<file path="config.mk">
export PLATFORM = sky130hd
export DESIGN_NAME = rle_encoder_param
export DESIGN_NICKNAME = d
export VERILOG_FILES = /design/src/rtl/rle_pkg.sv /design/src/rtl/rle_out_reg.sv /design/src/rtl/rle_encoder_param.sv
export SDC_FILE = /design/constraint.sdc
export NUM_CORES = 1
export LEC_CHECK = 0
export ABC_AREA = 0
export BUFFER_PORTS_ARGS = -buffer_cell sky130_fd_sc_hd__buf_4
export CAP_MARGIN = 20
export CORE_ASPECT_RATIO = 1.4
export CORE_UTILIZATION = 53
export CTS_CLUSTER_DIAMETER = 100
export DETAILED_ROUTE_END_ITERATION = 10
export PLACE_DENSITY = 0.75
export SLEW_MARGIN = 10
export SYNTH_ARGS = -nofsm -noshare
export SYNTH_HDL_FRONTEND = slang
export SYNTH_SLANG_ARGS = --single-unit
</file>
<file path="constraint.sdc">
create_clock -name clock -period 2.1 [get_ports clock]
set_clock_uncertainty 0.2 [all_clocks]
set_input_delay 0.315 -clock clock [delete_from_list [all_inputs] [get_ports clock]]
set_output_delay 0.315 -clock clock [all_outputs]
set_load 0.01 [all_outputs]
</file>
<file path="src/rtl/rle_pkg.sv">
// Shared definitions for the parametrised run-length encoder:
// FSM state encoding, default escape symbol and MIN_RUN legality check.
package rle_pkg;

   typedef enum logic [2:0] {
      S_IDLE     = 3'd0,
      S_ACCUM    = 3'd1,
      S_EMIT_ESC = 3'd2,
      S_EMIT_CNT = 3'd3,
      S_EMIT_SYM = 3'd4,
      S_EMIT_LIT = 3'd5
   } rle_state_t;

   localparam logic [7:0] ESC_DEFAULT = 8'h1B;

   // MIN_RUN must lie in 2 .. 2^data_w-1 (the largest count a triple can carry).
   function automatic bit min_run_ok(input int unsigned min_run, input int unsigned data_w);
      int unsigned max_run;
      if (data_w >= 32) begin
         return (min_run >= 32'd2);
      end
      max_run = (32'd1 << data_w) - 32'd1;
      return (min_run >= 32'd2) && (min_run <= max_run);
   endfunction

endpackage

</file>
<file path="src/rtl/rle_out_reg.sv">
// Output holding register. Holds Data_out/Data_out_valid stable under
// backpressure and reports each completed output handshake to the FSM.
module rle_out_reg
   import rle_pkg::*;
#(
   parameter int unsigned DATA_W = 8
) (
   input  logic              clock,
   input  logic              reset_n,
   input  logic              i_enable,
   input  logic              i_load,
   input  logic              i_clear,
   input  logic [DATA_W-1:0] i_data,
   input  logic              i_ready,
   output logic [DATA_W-1:0] o_data,
   output logic              o_valid,
   output logic              o_adv
);

   logic [DATA_W-1:0] r_data;
   logic              r_valid;

   assign o_data  = r_data;
   assign o_valid = r_valid;
   // A handshake only completes while the block is enabled.
   assign o_adv   = i_enable && r_valid && i_ready;

   // Load a new symbol, or drop valid once the last symbol has been taken.
   always_ff @(posedge clock or negedge reset_n) begin
      if (!reset_n) begin
         r_data  <= '0;
         r_valid <= 1'b0;
      end else if (i_enable) begin
         if (i_load) begin
            r_data  <= i_data;
            r_valid <= 1'b1;
         end else if (i_clear) begin
            r_valid <= 1'b0;
         end
      end
   end

endmodule

</file>
<file path="src/rtl/rle_encoder_param.sv">
// Parametrised single-clock run-length encoder. Accumulates runs of equal
// symbols and emits them either as literals or as ESC,count,symbol triples.
module rle_encoder_param
   import rle_pkg::*;
#(
   parameter int unsigned       DATA_W  = 8,
   parameter logic [DATA_W-1:0] ESC     = DATA_W'(ESC_DEFAULT),
   parameter int unsigned       MIN_RUN = 4
) (
   input  logic              clock,
   input  logic              reset_n,
   input  logic              Enable,
   input  logic [DATA_W-1:0] Data_in,
   input  logic              Data_in_valid,
   output logic              Data_in_ready,
   input  logic              Flush,
   output logic [DATA_W-1:0] Data_out,
   output logic              Data_out_valid,
   input  logic              Data_out_ready,
   output logic              Busy
);

   localparam logic [DATA_W-1:0] MAX_RUN   = '1;
   localparam logic [DATA_W-1:0] ONE       = DATA_W'(1);
   localparam logic [DATA_W-1:0] MIN_RUN_W = DATA_W'(MIN_RUN);

   generate
      if (!min_run_ok(MIN_RUN, DATA_W)) begin : g_bad_min_run
         $error("rle_encoder_param: MIN_RUN out of range 2..2^DATA_W-1");
      end
   endgenerate

   rle_state_t        r_state,     w_state_nx;
   logic [DATA_W-1:0] r_cur_sym,   w_cur_sym_nx;
   logic [DATA_W-1:0] r_cur_cnt,   w_cur_cnt_nx;
   logic              r_have_run,  w_have_run_nx;
   logic [DATA_W-1:0] r_emit_sym,  w_emit_sym_nx;
   logic [DATA_W-1:0] r_emit_cnt,  w_emit_cnt_nx;
   logic [DATA_W-1:0] r_lit_left,  w_lit_left_nx;
   logic              r_live;

   logic              w_in_state;
   logic              w_accept;
   logic              w_close;
   logic              w_ld;
   logic              w_clr;
   logic [DATA_W-1:0] w_ld_data;
   logic              w_adv;

   assign w_in_state    = (r_state == S_IDLE) || (r_state == S_ACCUM);
   // r_live keeps Data_in_ready low while reset is applied and for the first edge after it.
   assign Data_in_ready = r_live && Enable && !Flush && w_in_state;
   assign w_accept      = Data_in_ready && Data_in_valid;
   assign Busy          = r_have_run || !w_in_state;

   // Marks the first clock after reset release.
   always_ff @(posedge clock or negedge reset_n) begin
      if (!reset_n) begin
         r_live <= 1'b0;
      end else begin
         r_live <= 1'b1;
      end
   end

   // State and datapath registers; everything freezes while Enable is low.
   always_ff @(posedge clock or negedge reset_n) begin
      if (!reset_n) begin
         r_state    <= S_IDLE;
         r_cur_sym  <= '0;
         r_cur_cnt  <= '0;
         r_have_run <= 1'b0;
         r_emit_sym <= '0;
         r_emit_cnt <= '0;
         r_lit_left <= '0;
      end else if (Enable) begin
         r_state    <= w_state_nx;
         r_cur_sym  <= w_cur_sym_nx;
         r_cur_cnt  <= w_cur_cnt_nx;
         r_have_run <= w_have_run_nx;
         r_emit_sym <= w_emit_sym_nx;
         r_emit_cnt <= w_emit_cnt_nx;
         r_lit_left <= w_lit_left_nx;
      end
   end

   // Next-state, accumulator update and output-register load control.
   always_comb begin
      w_state_nx    = r_state;
      w_cur_sym_nx  = r_cur_sym;
      w_cur_cnt_nx  = r_cur_cnt;
      w_have_run_nx = r_have_run;
      w_emit_sym_nx = r_emit_sym;
      w_emit_cnt_nx = r_emit_cnt;
      w_lit_left_nx = r_lit_left;
      w_close       = 1'b0;
      w_ld          = 1'b0;
      w_clr         = 1'b0;
      w_ld_data     = '0;

      unique case (r_state)
         S_IDLE: begin
            if (w_accept) begin
               w_cur_sym_nx  = Data_in;
               w_cur_cnt_nx  = ONE;
               w_have_run_nx = 1'b1;
               w_state_nx    = S_ACCUM;
            end
         end

         S_ACCUM: begin
            if (Enable && Flush) begin
               w_close       = 1'b1;
               w_have_run_nx = 1'b0;
            end else if (w_accept) begin
               if ((Data_in == r_cur_sym) && (r_cur_cnt != MAX_RUN)) begin
                  w_cur_cnt_nx = r_cur_cnt + ONE;
               end else begin
                  w_close      = 1'b1;
                  w_cur_sym_nx = Data_in;
                  w_cur_cnt_nx = ONE;
               end
            end
         end

         S_EMIT_ESC: begin
            if (w_adv) begin
               w_ld       = 1'b1;
               w_ld_data  = r_emit_cnt;
               w_state_nx = S_EMIT_CNT;
            end
         end

         S_EMIT_CNT: begin
            if (w_adv) begin
               w_ld       = 1'b1;
               w_ld_data  = r_emit_sym;
               w_state_nx = S_EMIT_SYM;
            end
         end

         S_EMIT_SYM: begin
            if (w_adv) begin
               w_clr      = 1'b1;
               w_state_nx = r_have_run ? S_ACCUM : S_IDLE;
            end
         end

         S_EMIT_LIT: begin
            if (w_adv) begin
               if (r_lit_left == '0) begin
                  w_clr      = 1'b1;
                  w_state_nx = r_have_run ? S_ACCUM : S_IDLE;
               end else begin
                  w_ld          = 1'b1;
                  w_ld_data     = r_emit_sym;
                  w_lit_left_nx = r_lit_left - ONE;
               end
            end
         end

         default: begin
            w_state_nx = S_IDLE;
         end
      endcase

      // Closing a run presents its first output symbol on the very next edge;
      // r_lit_left counts literal copies still owed after the one being loaded.
      if (w_close) begin
         w_emit_sym_nx = r_cur_sym;
         w_emit_cnt_nx = r_cur_cnt;
         w_ld          = 1'b1;
         if ((r_cur_sym == ESC) || (r_cur_cnt >= MIN_RUN_W)) begin
            w_ld_data  = ESC;
            w_state_nx = S_EMIT_ESC;
         end else begin
            w_ld_data     = r_cur_sym;
            w_lit_left_nx = r_cur_cnt - ONE;
            w_state_nx    = S_EMIT_LIT;
         end
      end
   end

   rle_out_reg #(
      .DATA_W (DATA_W)
   ) u_out_reg (
      .clock    (clock),
      .reset_n  (reset_n),
      .i_enable (Enable),
      .i_load   (w_ld),
      .i_clear  (w_clr),
      .i_data   (w_ld_data),
      .i_ready  (Data_out_ready),
      .o_data   (Data_out),
      .o_valid  (Data_out_valid),
      .o_adv    (w_adv)
   );

endmodule

</file>
* Yosys cells after proc, flatten, opt, wreduce, memory -nomap -nowiden *
Cells that the tools add are included.

word-level totals
  register bits after elaboration = 54
  word-level logic and storage cells = 108
  output and inout bits = 11

cells by class
  reductions and logical operators = 25
  order comparisons = 1
  equality and inequality tests = 20
  mux-type cells = 49
  add/sub/neg operators = 3

operators by type and width
  operator                                                                              count
  8-bit 2-to-1 mux                                                                      19
  8-bit case mux with 2 select lines                                                    2
  3-bit 2-to-1 mux                                                                      8
  8-bit case mux with 3 select lines                                                    1
  3-bit case mux with 6 select lines                                                    1
  8-bit by 1-bit subtractor with 8-bit output (second input constant)                   2
  1-bit 2-to-1 mux                                                                      15
  3-bit by 2-bit inequality test with 1-bit output (second input constant)              4
  2-bit inequality test (second input constant)                                         5
  8-bit by 1-bit adder with 8-bit output (second input constant)                        1
  8-bit by 5-bit equality test with 1-bit output (second input constant)                1
  8-bit equality test                                                                   1
  8-bit by 3-bit greater-or-equal comparator with 1-bit output (second input constant)  1
  1-bit logical AND                                                                     8
  8-bit zero test                                                                       1
  8-bit inequality test (second input constant)                                         1
  8-bit AND reduction                                                                   1
  3-bit by 2-bit equality test with 1-bit output (second input constant)                2
  3-bit equality test (second input constant)                                           2
  3-bit inequality test (second input constant)                                         2
  1-bit case mux with 2 select lines                                                    3
  2-bit AND reduction                                                                   3
  6-bit AND reduction                                                                   1
  5-bit AND reduction                                                                   1
  other kinds (8)                                                                       12

* Depth between registers and ports, before layout *
Gate-level depths: netlist of the first run.

  word-level depth = 10
  gate-level depth with buffers = 8

* By module *
From an unflattened synthesis of the first run, not the netlist that was laid out.

second synthesis, totals
  cell total of the unflattened synthesis = 292
  area, all modules = 3113.0 um^2

modules (own cells, without submodules)
  module             cells an instance  instances  area each (um^2)
  rle_encoder_param  271                1          2765.2
  rle_out_reg        21                 1          347.8

* Worst setup path before layout of the first run *
OpenSTA, ideal clock, no wires.

  path kind = register to register
  start = register r_cur_cnt[0]
  end = register r_emit_cnt[4]
  arrival = 1911 ps
  required time = 1775 ps
  slack = -136 ps
  cell stages (with the launch flop) = 8
  cells stage by stage = dfrtp_1 > ha_1 > and4_1 > nand4_1 > and4_4 > nor2_2 > buf_4 > mux2_2

between the ends
  word-level cells in the longest chain between the ends = 7

RTL lines
  element                        RTL line                  text
  start: declaration             rle_encoder_param.sv:35   logic [DATA_W-1:0] r_cur_cnt, w_cur_cnt_nx;
  start signal: assignment       rle_encoder_param.sv:78   r_cur_cnt <= w_cur_cnt_nx;
  8-bit inequality test          rle_encoder_param.sv:115  if ((Data_in == r_cur_sym) && (r_cur_cnt != MAX_RUN)) begin
  1-bit logical AND              rle_encoder_param.sv:115
  1-bit 2-to-1 mux               rle_encoder_param.sv:115
  1-bit 2-to-1 mux               rle_encoder_param.sv:114  end else if (w_accept) begin
  1-bit 2-to-1 mux               rle_encoder_param.sv:111  if (Enable && Flush) begin
  1-bit 2-to-1 mux               rle_encoder_param.sv:100  unique case (r_state)
  2-bit AND reduction (no line)  -
  end signal: assignment         rle_encoder_param.sv:81   r_emit_cnt <= w_emit_cnt_nx;
  end: declaration               rle_encoder_param.sv:38   logic [DATA_W-1:0] r_emit_cnt, w_emit_cnt_nx;

Every way passes these cells.
A chain may end at the register's enable or synchronous reset.

* Worst setup path in the final report of the first run *
  start = register r_cur_sym[7]
  end = register u_out_reg.r_data[7], in the netlist u_out_reg.o_data[7]

between the ends
  word-level cells in the longest chain between the ends = 8
  elaborated cells on any way between the ends = 12
  classes of those cells = 2 x eq/ne; 7 x mux; 3 x reduce/logical

RTL lines
  element                        RTL line                  text
  start: declaration             rle_encoder_param.sv:34   logic [DATA_W-1:0] r_cur_sym, w_cur_sym_nx;
  start signal: assignment       rle_encoder_param.sv:77   r_cur_sym <= w_cur_sym_nx;
  8-bit equality test            rle_encoder_param.sv:115
  1-bit logical AND              rle_encoder_param.sv:115
  1-bit 2-to-1 mux               rle_encoder_param.sv:115
  1-bit 2-to-1 mux               rle_encoder_param.sv:114
  1-bit 2-to-1 mux               rle_encoder_param.sv:111
  1-bit 2-to-1 mux               rle_encoder_param.sv:100
  1-bit 2-to-1 mux               rle_encoder_param.sv:168  if (w_close) begin
  2-bit AND reduction (no line)  -
  end signal: assignment         rle_out_reg.sv:35         r_data <= i_data;
  end: declaration               rle_out_reg.sv:20         logic [DATA_W-1:0] r_data;

Several ways; a longest one is shown, not always the timed one.

==> results by group, run 1 <==
Die
  • Rows: 32
  • DIE AREA: 6065 um2
  • Core region area: 5525 um2
  • # IOs: 25
  • Chip Height: 91.75 um
  • Initial Util: 55.19%
  • Die span in x: 66.11 um

Final layout
  • Layout Nets: 379
  • Finished Layout Cells: 429
  • Layout cell share with drive strength beyond 1: 42.38%
  • Area Growth Syn to Fin: 33.94%
  • Diode count: 0
  • Util after Layout: 73.91%

Yosys
  • Yosys cell types: 56
  • Largest family of logic cells by synthesized area: simple AND/OR/NAND/NOR gates
  • Seq/Total Area, Yosys: 44.32%
  • Synthesized area: 3049 um2
  • Post-synthesis mux area share: 10.01%
  • Mean Syn Cell Area: 10.66 um2
  • Synth Area in Simple Gates: 19.29%
  • Post-Synth Adder-Cell Area: 2.052%
  • Post-synth EDFFs: 0
  • Most used DFF post-synth: dfrtp_1
  • Fraction of registers with async set/reset: 100.0%
  • Synth Area in Compound Gates: 15.72%
  • Syn Nets: 305
  • YS warnings: 0
  • Yosys reg bits: 54
  • Xor/xnor share of the synthesized area: 4.883%
  • Synth Instances: 286

Clock network
  • TritonCTS clock tree: yes
  • Largest buffer count on any clock path: 2
  • Clk Latency, worst-skew pair: 0.32 ns
  • Sink Count: 54
  • Number of H-tree levels: 2
  • Clock-pin slew on the worst setup and hold paths: 0.10 ns
  • Total CTS buffers: 5
  • CTS root buffer: clkbuf_8

Pwr
  • P_leak: 1.755 nW
  • Overall Power: 0.004430 W
  • PD cells: 1085 nW/um2
  • Worst VDD drop: 0.7729 mV

Setup path
  • Critical path launch point: r_cur_sym[7]
  • Worst-path fanout max: 8
  • Startpoint types: flip-flop
  • Crit Path Category: flip-flop to flip-flop
  • CP required: 2.10 ns
  • Critical Path AT: 2.20 ns
  • Critical path capture point type: flip-flop
  • R2r startpoint: r_cur_sym[7]

GRT
  • First-pass GRT wire length: 12.79 mm
  • Largest net degree at the start of global routing: 55
  • Total gr overflow: 0
  • Number of global-route vias before repair: 2691
  • Total Routing Usage GR: 28.56%
  • Initial antenna violation count: 0

Timing
  • Worst slew pin tran: 0.7019 ns
  • Relative slew margins: 53.21%
  • Peak Freq: 0.4562 GHz
  • Final hold violations: 0
  • Fin. max-slew vios: 0
  • Setup WS post-layout: -0.09203 ns
  • Setup TNS: -2.402 ns
  • Final min period: 2.192 ns
  • RSZ-0062 raised after global routing: yes
  • Setup violations, final: 37
  • Fin crit share: 104.4%

Route
  • Vias per std cell: 6.166
  • Via count: 2645
  • DRC Markers: 0
  • Wire per inst: 19.87 um
  • Pre-Repair DR Iteration Count: 4
  • Detailed router's first-iteration violation count: 141
  • Final ANT Viol Nets: 0
  • Drt total wl: 8.523 mm

Run status
  • Outcome: finished with violations
  • Failing checks: setup timing

Placed design
  • DPL Wire Length: 5.482 mm
  • Gpl congestion: 0.8419
  • Dpl cells: 414
  • Count of input and output buffers: 24

Flow run
  • Max-cap violation count: 0

Worst hold path
  • Worst min-delay path category: primary input to flip-flop
  • Hold_sp: Data_in[6]
[sequential cells by signal (all words and copies together) (netlist names)]
name               cells
r_emit_sym             8
r_state                3
r_lit_left             8
r_emit_cnt             8
u_out_reg.o_data       8
r_cur_sym              8
r_cur_cnt              8
r_have_run             1
r_live                 1
u_out_reg.o_valid      1
[final cells by class]
| type | count | area, um2 |
|---|---|---|
| clock inverter | 2 | 38.79 |
| sequential | 54 | 1354 |
| timing repair buffer | 78 | 663.1 |
| inverter | 10 | 37.54 |
| tap | 68 | 85.08 |
| fill | 389 | 1441 |
| clock buffer | 6 | 82.58 |
| multi-input combinational | 211 | 1823 |
[cell usage after synthesis (4+ instances only)]
master     n  area share, %
a211oi_1   6            1.5
a21oi_1   21            3.4
a221o_1    4            1.3
a22o_1     5            1.4
and2_1     5            1.0
buf_2      4           0.66
dfrtp_1   54             44
ha_1       5            2.1
inv_1     10            1.2
mux2_2    20            7.4
mux2_4     4            2.0
nand2_1   22            2.7
nand2b_1   5            1.0
nand4_1    5            1.0
nand4b_1   4            1.1
nor2_1    17            2.1
nor3_1     4           0.66
o21ai_0   12            2.0
o31ai_1    4           0.98
or4_1      5            1.2
xnor2_1    4            1.1
xor2_1    13            3.7
[kinds of logic after synthesis]
logic type,count (synthesis)
AOI/OAI and AO/OA,68
muxes,26
DFF,54
other,1
xor gates and xnor gates,17
and+or+nand+nor,94
adders and majority gates,5
buffers and inverters,21
[layout by cell type, fill, tap and decap left out, types with 4 or more instances in the layout]
cell and n:
buf_4 70, dfrtp_1 52, nand2_1 22, a21oi_1 20
mux2_2 15, xor2_1 11, nor2_1 11, o21ai_0 11
mux2_4 9, inv_1 8, nor2_4 7, clkbuf_8 6
nand4_1 5, or4_1 5, nand2b_1 5, a22o_1 5
nand4b_1 4, xnor2_1 4, o31ai_1 4, a221o_1 4
a211oi_1 4, buf_12 4
[per-layer routing]
layer	GRT usage, %	part of all wire, %	vias up
met3	4.851	3.5	20
met4	15.78	2.9	0
met5	0	0	-
met1	30.88	37	1357
met2	51.02	56	76
li1	-	-	1192
[critical path, cell delays in order (launching register included)]
cell and delay [ns]:
dfrtp_2 0.46, xor2_2 0.17, nor4_4 0.38, and4_4 0.36, nor3_4 0.07, buf_6 0.13, a221o_1 0.31
[power by group]
part | switching [W] | internal, W
registers | 0.000295 | 0.00135
logic | 0.000951 | 0.00107
clock network | 0.000369 | 0.000393
[final timing paths]
| kind | end | slack [ns] | depth (start not counted) |
|---|---|---|---|
| min | r_cur_sym[6] | 0.04 | 2 |
| max reg2reg | u_out_reg.o_data[7] | -0.09 | 6 |
| min reg2reg | u_out_reg.o_data[1] | 0.33 | 1 |
| max in group asynchronous | r_cur_sym[5] | 0.83 | 2 |
| min in group asynchronous | u_out_reg.o_valid | 0.37 | 2 |
| max | u_out_reg.o_data[7] | -0.09 | 6 |
[through the flow]
| stage | hold slack [ns] | instance area, um2 | setup slack, ns |
|---|---|---|---|
| floorplan | -0.1806 | 3065 | -0.07755 |
| CTS | 0.03667 | 3916 | -0.09223 |
| global route | 0.02945 | 4084 | -0.1443 |
| detailed placement | 0.2044 | 3645 | -0.1732 |
| finish | 0.03708 | 4084 | -0.09203 |
| global placement | 0.1991 | 3645 | -0.1347 |
[timing repair]
| action | CTS | global route |
|---|---|---|
| setup buffers | 5 | 1 |
| endpoints found under the setup margin | 40 | 51 |
| pin swaps | 16 | 21 |
| hold buffers | 1 | 0 |
| gates cloned | 0 | 1 |
| endpoints found under the hold margin | 54 | 0 |
| resized for setup | 19 | 34 |
Note: power is estimated with default switching activity, not from simulation.
==> inputs of run 2 (changes only) <==
--- a/config.mk
+++ b/config.mk
@@ -9,10 +9,9 @@
 export BUFFER_PORTS_ARGS = -buffer_cell sky130_fd_sc_hd__buf_4
 export CAP_MARGIN = 20
 export CORE_ASPECT_RATIO = 1.4
-export CORE_UTILIZATION = 53
+export CORE_UTILIZATION = 35
 export CTS_CLUSTER_DIAMETER = 100
 export DETAILED_ROUTE_END_ITERATION = 10
-export PLACE_DENSITY = 0.75
 export SLEW_MARGIN = 10
 export SYNTH_ARGS = -nofsm -noshare
 export SYNTH_HDL_FRONTEND = slang
==> results by group, run 2 (synthesis gave the netlist of run 1 again) <==
Setup path
  • Startpoint types: flip-flop
  • Critical Path AT: 2.25 ns (+0.05 ns)
  • Critical path capture point type: flip-flop
  • Critical Path Most Common Cell: buf_6
  • CP max stage delay: 0.41 ns (-0.05 ns)
  • Worst-path fanout max: 4 (-4)
  • Critical path launch point: r_cur_sym[7]
  • R2r startpoint: r_cur_sym[7]
  • Crit-path slowest cell: dfrtp_2
  • Crit Path Category: flip-flop to flip-flop
  • Worst path cell trace: xor2_1 -> nor4_4 -> and4_4 -> buf_6 -> nor3_4 -> buf_6 -> a221o_1
  • CP required: 2.09 ns (about the same)

GRT
  • First-pass GRT wire length: 13.73 mm (+7.3%)
  • Total gr overflow: 0 (unchanged)
  • Initial antenna violation count: 0 (unchanged)
  • Number of global-route vias before repair: 2690 (-0.037%)
  • Largest net degree at the start of global routing: 55 (unchanged)
  • Total Routing Usage GR: 20.24% (-8.3 points)

Route
  • Vias per std cell: 5.412 (-12%)
  • Post-Route M1 WL: 3.561 mm (+12%)
  • Via count: 2630 (-0.57%)
  • Detailed router's first-iteration violation count: 169 (+20%)
  • Max layer used: met4
  • DRC Markers: 0 (unchanged)
  • Final ANT Viol Nets: 0 (unchanged)
  • WL met2: 4.587 mm (-4.3%)
  • Wire per inst: 17.65 um (-11%)
  • WL met3: 190 um (-37%)
  • Drt total wl: 8.580 mm (+0.67%)
  • Pre-Repair DR Iteration Count: 4 (unchanged)

Die
  • DIE AREA: 9095 um2 (+50%)
  • Core region area: 8295 um2 (+50%)
  • Die span in x: 80.89 um (+22%)
  • Rows: 39 (+22%)
  • Initial Util: 36.76% (-18 points)
  • # IOs: 25 (unchanged)
  • Chip Height: 112.4 um (+23%)

Clock network
  • TritonCTS clock tree: yes
  • Largest buffer count on any clock path: 2 (unchanged)
  • Sink Count: 54 (unchanged)
  • Number of H-tree levels: 2 (unchanged)
  • Total CTS buffers: 5 (unchanged)
  • Clock-pin slew on the worst setup and hold paths: 0.07 ns (-0.03 ns)
  • Clk Latency, worst-skew pair: 0.31 ns (about the same)
  • CTS root buffer: clkbuf_16

Final layout
  • Finished Layout Cells: 486 (+13%)
  • Layout Nets: 402 (+6.1%)
  • Layout cell share with drive strength beyond 1: 47.40% (+5.0 points)
  • Diode count: 0 (unchanged)
  • Area Growth Syn to Fin: 44.73%
  • Commonest cells after routing, fill and taps aside: buf_4, dfrtp_1, nand2_1
  • Most common cell after layout, fill and taps aside: buf_4
  • Final instance area: 4413 um2 (+8.1%)

Timing
  • Fin. max-slew vios: 0 (unchanged)
  • Setup WS post-layout: -0.1644 ns (-0.07239 ns)
  • Relative slew margins: 52.74% (-0.46 points)
  • Final hold violations: 0 (unchanged)
  • Setup TNS: -4.302 ns (-1.900 ns)
  • Peak Freq: 0.4416 GHz (-3.2%)
  • Final min period: 2.264 ns (+0.07239 ns)
  • Fin crit share: 107.8% (+3.4 points)
  • RSZ-0062 raised after global routing: yes
  • Setup violations, final: 49 (+32%)
  • Hold WS: 0.05619 ns (+0.01911 ns)
  • Worst slew pin tran: 0.7088 ns (+0.006956 ns)

Pwr
  • Overall Power: 0.004755 W (+7.3%)
  • Worst VDD drop: 0.6933 mV (-10%)
  • PD cells: 1077 nW/um2 (-0.68%)
  • P_leak: 1.929 nW (+9.9%)

Run status
  • Outcome: finished with violations
  • Failing checks: setup timing

Worst hold path
  • Worst min-delay path category: primary input to flip-flop
  • Hold_sp: Data_in[6]

Placed design
  • Count of input and output buffers: 24 (unchanged)
  • DPL Wire Length: 5.768 mm (+5.2%)
  • Placed cell area: 3725 um2 (+2.2%)
  • Dpl cells: 453 (+9.4%)
  • Gpl congestion: 0.8183 (-2.8%)

Flow run
  • Max-cap violation count: 0 (unchanged)
run 2: cell count changes in the layout (fill, tap and decap cells not counted), moves of 3 or more:
cell	change
clkbuf_16	+4
clkbuf_8	-6
a21oi_2	+3
mux2_4	+7
buf_6	+7
nor2_2	+6
buf_4	+14
nor2_4	-6
mux2_2	-7
run 2: layout make-up:
type,instances,area (um2)
clock buffer,5,125.1
clock inverter,3,21.27
fill,743,3882
inverter,10,37.54
multi-input combinational,213,1889
sequential,54,1355
tap,102,127.6
timing repair buffer,99,857.1
run 2: path summary, 6_finish.rpt:
kind	to	slack, ns	cells after the start
max	u_out_reg.o_data[7]	-0.16	7
min	r_cur_sym[6]	0.06	2
max reg2reg	u_out_reg.o_data[7]	-0.16	7
min reg2reg	r_emit_cnt[5]	0.31	1
max in group asynchronous	r_cur_sym[7]	0.78	2
min in group asynchronous	r_state[0]	0.38	2
run 2: routing by layer:
layer,track usage [%],up-vias
met5,0,-
met4,8.929,0
met3,3.333,15
met2,34.68,43
met1,24.38,1322
li1,-,1250
run 2: what timing repair did:
| item | CTS | global route |
|---|---|---|
| endpoints found under the hold margin | 54 | 0 |
| hold buffers | 1 | 0 |
| pin swaps | 29 | 14 |
| endpoints found under the setup margin | 47 | 53 |
| gates resized for setup | 45 | 24 |
| cloned | 3 | 1 |
| setup buffers | 15 | 6 |
run 2: power by group:
part | internal (W) | switching, W
Sequential | 0.00135 | 0.000273
Combinational | 0.00128 | 0.000980
Clock | 0.000444 | 0.000423
Total | 0.00308 | 0.00168
run 2: worst max-delay path, delay by kind of cell, from the launching register on:
| kind | cells | cell delay, ns |
|---|---|---|
| and+or+nand+nor | 3 | 0.79 |
| DFF | 1 | 0.41 |
| AOI/OAI and AO/OA | 1 | 0.31 |
| buffers and inverters | 2 | 0.27 |
| xor gates and xnor gates | 1 | 0.16 |
run 2: through the flow:
stage / setup WS (ns) / util, %
global placement: -0.1700 / 44.90
detailed placement: -0.2129 / 44.90
finish: -0.1644 / 53.20
floorplan: -0.07755 / -
CTS: -0.1536 / 51.04
global route: -0.2280 / 53.20
